--- src/rtl/freqgen_pkg.sv ---
// Shared types and constants for the programmable square-wave generator.
package freqgen_pkg;

  localparam int unsigned DIV_STEPS = 24;
  localparam int unsigned FREQ_W    = 24;

  typedef logic [FREQ_W-1:0] freq_t;

  typedef enum logic [1:0] {
    IDLE   = 2'd0,
    DIVIDE = 2'd1,
    COMMIT = 2'd2
  } state_e;

endpackage

--- src/rtl/serial_divider.sv ---
// Restoring serial divider: one quotient bit per cycle, MSB first.
// The first iteration is folded into the start cycle, so done follows start by Width cycles.
module serial_divider
  import freqgen_pkg::*;
#(
  parameter int unsigned Width = DIV_STEPS
) (
  input  logic             clk,
  input  logic             rst_n,
  input  logic             start,
  input  logic [Width-1:0] dividend,
  input  logic [Width:0]   divisor,
  output logic             done,
  output logic [Width-1:0] quotient
);

  localparam int unsigned RemW  = Width + 1;
  localparam int unsigned IterW = $clog2(Width + 1);

  logic             busy;
  logic [IterW-1:0] iter;
  logic [Width:0]   rem;
  logic [Width:0]   dvs;
  logic [Width-1:0] dvd;
  logic [Width+1:0] nxt_c;

  // Returns {quotient bit, new remainder}.
  function automatic logic [Width+1:0] div_step(input logic [Width:0] r, input logic b,
                                                input logic [Width:0] d);
    logic [Width+1:0] sh;
    sh = {r, b};
    if (sh >= {1'b0, d}) return {1'b1, RemW'(sh - {1'b0, d})};
    else                 return {1'b0, sh[Width:0]};
  endfunction

  assign nxt_c = start ? div_step('0, dividend[Width-1], divisor)
                       : div_step(rem, dvd[Width-1], dvs);

  always_ff @(posedge clk or negedge rst_n) begin
    if (!rst_n) begin
      busy     <= 1'b0;
      iter     <= '0;
      rem      <= '0;
      dvs      <= '0;
      dvd      <= '0;
      done     <= 1'b0;
      quotient <= '0;
    end else begin
      done <= 1'b0;
      if (start) begin
        busy     <= 1'b1;
        iter     <= IterW'(1);
        rem      <= nxt_c[Width:0];
        dvd      <= {dividend[Width-2:0], 1'b0};
        dvs      <= divisor;
        quotient <= {{(Width-1){1'b0}}, nxt_c[Width+1]};
      end else if (busy) begin
        rem      <= nxt_c[Width:0];
        dvd      <= {dvd[Width-2:0], 1'b0};
        quotient <= {quotient[Width-2:0], nxt_c[Width+1]};
        iter     <= iter + IterW'(1);
        if (iter == IterW'(Width - 1)) begin
          busy <= 1'b0;
          done <= 1'b1;
        end
      end
    end
  end

endmodule

--- src/rtl/frequency_generator.sv ---
// Programmable 50% duty square-wave source: Hz request -> half-period via serial division,
// new settings applied only on toggle boundaries (or at once when stopped/disabled).
module frequency_generator
  import freqgen_pkg::*;
#(
  parameter int unsigned SecondCount = 8001800,
  parameter int unsigned Width       = FREQ_W
) (
  input  logic             clk,
  input  logic             rst_n,
  input  logic             enable,
  input  logic [Width-1:0] freq_set,
  input  logic             set_valid,
  output logic             set_ready,
  output logic             freqout,
  output logic [Width-1:0] active_freq,
  output logic             updated
);

  state_e           state;
  logic [Width-1:0] f_lat;
  logic [Width-1:0] quo;
  logic             div_done;
  logic             pend;
  logic [Width-1:0] pend_h;
  logic [Width-1:0] pend_f;
  logic [Width-1:0] act_h;
  logic [Width-1:0] cnt;

  logic             hs_c;
  logic             commit_c;
  logic [Width-1:0] h_clamp_c;
  logic             tick_c;
  logic             apply_c;
  logic             stop_c;

  assign hs_c      = set_valid && set_ready;
  assign commit_c  = (state == COMMIT);
  assign h_clamp_c = (f_lat == '0) ? '0 : ((quo == '0) ? Width'(1) : quo);
  assign tick_c    = enable && (act_h != '0) && (cnt == act_h - Width'(1));
  // A commit in this cycle blocks apply so the fresh value waits for the next boundary.
  assign apply_c   = pend && !commit_c && (!enable || (act_h == '0) || tick_c);
  assign stop_c    = !enable || (apply_c ? (pend_h == '0) : (act_h == '0));

  serial_divider #(.Width(Width)) u_div (
    .clk      (clk),
    .rst_n    (rst_n),
    .start    (hs_c),
    .dividend (Width'(SecondCount)),
    .divisor  ({freq_set, 1'b0}),
    .done     (div_done),
    .quotient (quo)
  );

  always_ff @(posedge clk or negedge rst_n) begin
    if (!rst_n) begin
      state     <= IDLE;
      set_ready <= 1'b1;
      f_lat     <= '0;
    end else begin
      case (state)
        IDLE: if (hs_c) begin
          state     <= DIVIDE;
          set_ready <= 1'b0;
          f_lat     <= freq_set;
        end
        DIVIDE: if (div_done) state <= COMMIT;
        COMMIT: begin
          state     <= IDLE;
          set_ready <= 1'b1;
        end
        default: begin
          state     <= IDLE;
          set_ready <= 1'b1;
        end
      endcase
    end
  end

  // Pending setting: a newer commit simply overwrites an unapplied one.
  always_ff @(posedge clk or negedge rst_n) begin
    if (!rst_n) begin
      pend   <= 1'b0;
      pend_h <= '0;
      pend_f <= '0;
    end else if (commit_c) begin
      pend   <= 1'b1;
      pend_h <= h_clamp_c;
      pend_f <= f_lat;
    end else if (apply_c) begin
      pend <= 1'b0;
    end
  end

  always_ff @(posedge clk or negedge rst_n) begin
    if (!rst_n) begin
      act_h       <= '0;
      active_freq <= '0;
      cnt         <= '0;
      freqout     <= 1'b0;
      updated     <= 1'b0;
    end else begin
      updated <= apply_c;
      if (apply_c) begin
        act_h       <= pend_h;
        active_freq <= pend_f;
      end
      if (stop_c) begin
        freqout <= 1'b0;
        cnt     <= '0;
      end else if (tick_c) begin
        freqout <= ~freqout;
        cnt     <= '0;
      end else if (apply_c) begin
        cnt <= '0;
      end else begin
        cnt <= cnt + Width'(1);
      end
    end
  end

endmodule

--- config.mk ---
export PLATFORM = sky130hd
export DESIGN_NAME = frequency_generator
export DESIGN_NICKNAME = d
export VERILOG_FILES = /design/src/rtl/freqgen_pkg.sv /design/src/rtl/serial_divider.sv /design/src/rtl/frequency_generator.sv
export SDC_FILE = /design/constraint.sdc
export NUM_CORES = 1
export LEC_CHECK = 0
export ABC_AREA = 1
export CORE_UTILIZATION = 60
export DETAILED_ROUTE_END_ITERATION = 8
export PLACE_DENSITY = 0.78
export SLEW_MARGIN = 25
export SYNTH_ARGS = -nofsm -noshare
export SYNTH_HDL_FRONTEND = slang
export SYNTH_HIERARCHICAL = 1
export SYNTH_SLANG_ARGS = --single-unit
--- constraint.sdc ---
create_clock -name clk -period 3.4 [get_ports clk]
set_clock_uncertainty 0.15 [all_clocks]
set_input_delay 0.68 -clock clk [delete_from_list [all_inputs] [get_ports clk]]
set_output_delay 0.68 -clock clk [all_outputs]
set_load 0.01 [all_outputs]
==> results.tsv <==
metric	value	unit
outcome	complete, no violations	
Clock Path Buffers	3	
Layout Nets	1994	
overall power	10900	uW
final non-filler cell total	2265	
Syn. warnings	6	
NetSw	4190	uW
Synth Area in Adders	2.87	%
largest stage delay on the critical path	0.43	ns
Simple-Gate Fraction of Synth Area	28.2	%
CP arrival	3.07	ns
Root Buffer	clkbuf_16	
register share of total power	34.4	%
Post-Syn Area	14200	um^2
Routed WL	32.7	mm
Max transition margin	50.5	%
final setup violation count	0	
antenna violations before repair	0	
complex-gate fraction of the synthesized area	10.1	%
# placed instances	2218	
FF-to-FF path depth	16	
max-slew violation count	0	
number of global-route vias before repair	11300	
Total GRT Usage	28.0	%
CP Class	reg -> reg	
share of layout cells above drive strength 1	7.79	%
CTS Buf Count	27	
Final Hold Fails	0	
Die Height	156	um
largest net degree at the start of global routing	97	
Core Area	22900	um^2
DRC	0	
xor/xnor share of the synthesized area	2.51	%
Fmax	353	MHz
I/O pin cnt	55	
Setup crit start kind	register	
I/O Buffers	54	
die area	24300	um^2
TritonRoute pass-1 iters	6	
Crit. End Element	register	
die width	156	um
post-cts hold buffer count	0	
HPWL Detailed	23.5	mm
GPL Wtd Cong	0.960	
Cells after Synth	1872	
DRT iter0 DRCs	951	
# diodes	0	
drt wl/cell	14.5	um
row cnt	55	
Max Cap Viol	0	
Seq/Total Area, Yosys	44.7	%
worst hold slack	0.00121	ns
via count	12100	
Crit path required time	3.65	ns
Pint	6690	uW
CTS resizes	0	
ordered list of cells on the worst path	inv_2, ha_1, nand2_2, nor2_2, nand2_1, nor2_2, nand2_1, nand3_1, nand3_1, nor2_1, nand3_1, nand2_2, nand2_2, buf_4, nand2_1, o21ai_0	
Routed Antenna Nets	0	
Combinational Power Share	39.1	%
critical path's top delay family	simple AND/OR/NAND/NOR gates	
fin util	69.7	%
Yosys cell types	50	
CP max stage cell	dfrtp_1	
Synth area leaders	dfrtp_1 45%, nand2_1 13%, inv_1 8.6%	
vias per inst	5.35	
Final Cycle Share	83.2	%
critical path depth	16	
clock power share	26.5	%
Synth top area share	44.6	%
post-synthesis mux area share	0.0792	%
H-tree depth	1	
Slew @ Worst Pin	0.743	ns
Clock transition at path regs	0.06	ns
peak supply drop	0.733	mV
global-route wire length before repair	55.0	mm
Area growth syn-to-layout	12.3	%
clk_lat worst skew	0.54	ns
main combinational cell family by area after synthesis	simple AND/OR/NAND/NOR gates	
Power per Cell Area	682	nW/um^2
initial core utilization	62.0	%
Worst Hold Class	in -> async	
Pleak	0.00797	uW
gr ovfl total	0	
min Tclk post-route	2.83	ns
Synth area leader	dfrtp_1	
RSZ-0062 raised after global routing	false	
Sw Ratio	38.5	%
synthesized flop and latch total	254	
CTS tree	built	
Post-CTS Setup Bufs	0	
Buf/Inv on CP	2	
setup TNS	0	ns
Mean Syn Cell Area	7.59	um^2
Crit Path Max Fanout	61	
Sink Count	254	
[layout by cell type, fill, tap and decap left out, types with 13 or more instances in the layout]
master           Yosys  final
nand2_1            486    486
inv_1              326    324
dfrtp_1            253    253
nor2_1             150    149
nand3_1             94     94
o21ai_0             77     77
nand4_1             63     63
clkdlybuf4s50_1      0     53
o21ai_1             51     51
o22ai_1             43     43
ha_1                31     31
clkbuf_16            0     27
a21oi_1             26     26
conb_1               2     26
nor3_1              23     22
xnor2_1             21     21
o221ai_1            20     20
a21oi_2             18     18
xor2_1              17     17
inv_2               13     15
nor2_2              15     15
buf_4                0     15
nand2_2             13     13
[power by group through the flow]
stage	sequential (uW)	clock (uW)	combinational, uW
5_1_grt	3790	3050	4790
3_3_place_gp	3770	0	4100
6_report	3740	2880	4250
3_5_place_dp	3790	0	4190
4_1_cts	3740	2930	4210
2_1_floorplan	3710	0	3330
[flip-flops by register name, indices dropped and copies added (netlist names)]
| name | cells |
|---|---|
| pend | 1 |
| updated | 1 |
| u_div/rem | 25 |
| freqout | 1 |
| state | 2 |
| u_div/iter | 5 |
| active_freq | 24 |
| pend_f | 24 |
| u_div/done | 1 |
| cnt | 24 |
| act_h | 24 |
| set_ready | 1 |
| pend_h | 24 |
| u_div/dvs | 25 |
| u_div/dvd | 23 |
| f_lat | 24 |
| u_div/quotient | 24 |
| u_div/busy | 1 |
[metrics by stage]
| stage | setup slack (ns) | area (um^2) |
|---|---|---|
| floorplan | 0.956 | 14300 |
| global placement | 0.654 | 15100 |
| detailed placement | 0.581 | 15100 |
| CTS | 0.581 | 16000 |
| global route | 0.300 | 16000 |
| finish | 0.570 | 16000 |
[cells by family after synthesis]
logic type,after synthesis
DFF,254
xor gates and xnor gates,39
other,2
AOI/OAI and AO/OA,243
and+or+nand+nor,897
muxes,1
adders and majority gates,32
buffers and inverters,404
[cells in the mapped netlist, drive strengths merged]
cell and number:
dfrtp 253, buf 29, clkbuf 34, nand2 502
ha 31, fa 1, dfstp 1, o21bai 2
inv 339, nor2 171, mux2 1, nor3 24
clkinv 2, nor3b 4, nand3 106, o211ai 1
xor2 17, nand3b 9, xor3 1, o22ai 43
and3 1, a41o 1, nand4 63, or2 6
o21ai 128, conb 2, and2 3, o221ai 20
a31oi 2, xnor2 21, a22oi 1, nor4 8
a21oi 45
[worst paths after layout]
kind	start	to	slack, ns
setup / recovery	act_h[0]	active_freq[22]	0.57
hold / removal	rst_n	active_freq[11]	0.001
setup reg to reg	act_h[0]	active_freq[22]	0.57
hold reg to reg	f_lat[8]	pend_f[8]	0.33
max in group asynchronous	rst_n	u_div/quotient[21]	2.29
min in group clk	f_lat[8]	pend_f[8]	0.33
[cell type report]
type	count	area (um^2)
Timing Repair Buffer	72	718
Sequential cell	254	6360
Tap cell	313	392
Clock buffer	40	805
Fill cell	1949	6950
Clock inverter	7	70.1
Inverter	341	1280
Multi-Input combinational cell	1238	6340
[layer usage]
metal	routed length [um]	vias up	part of all wire [%]	GRT usage (%)
met1	15500	5679	47	41.4
li1	-	6037	-	-
met3	2130	50	6.5	3.86
met5	0	-	0	0
met2	14600	363	44	43.4
met4	582	0	1.8	6.82
Note: power is estimated with default switching activity, not from simulation.
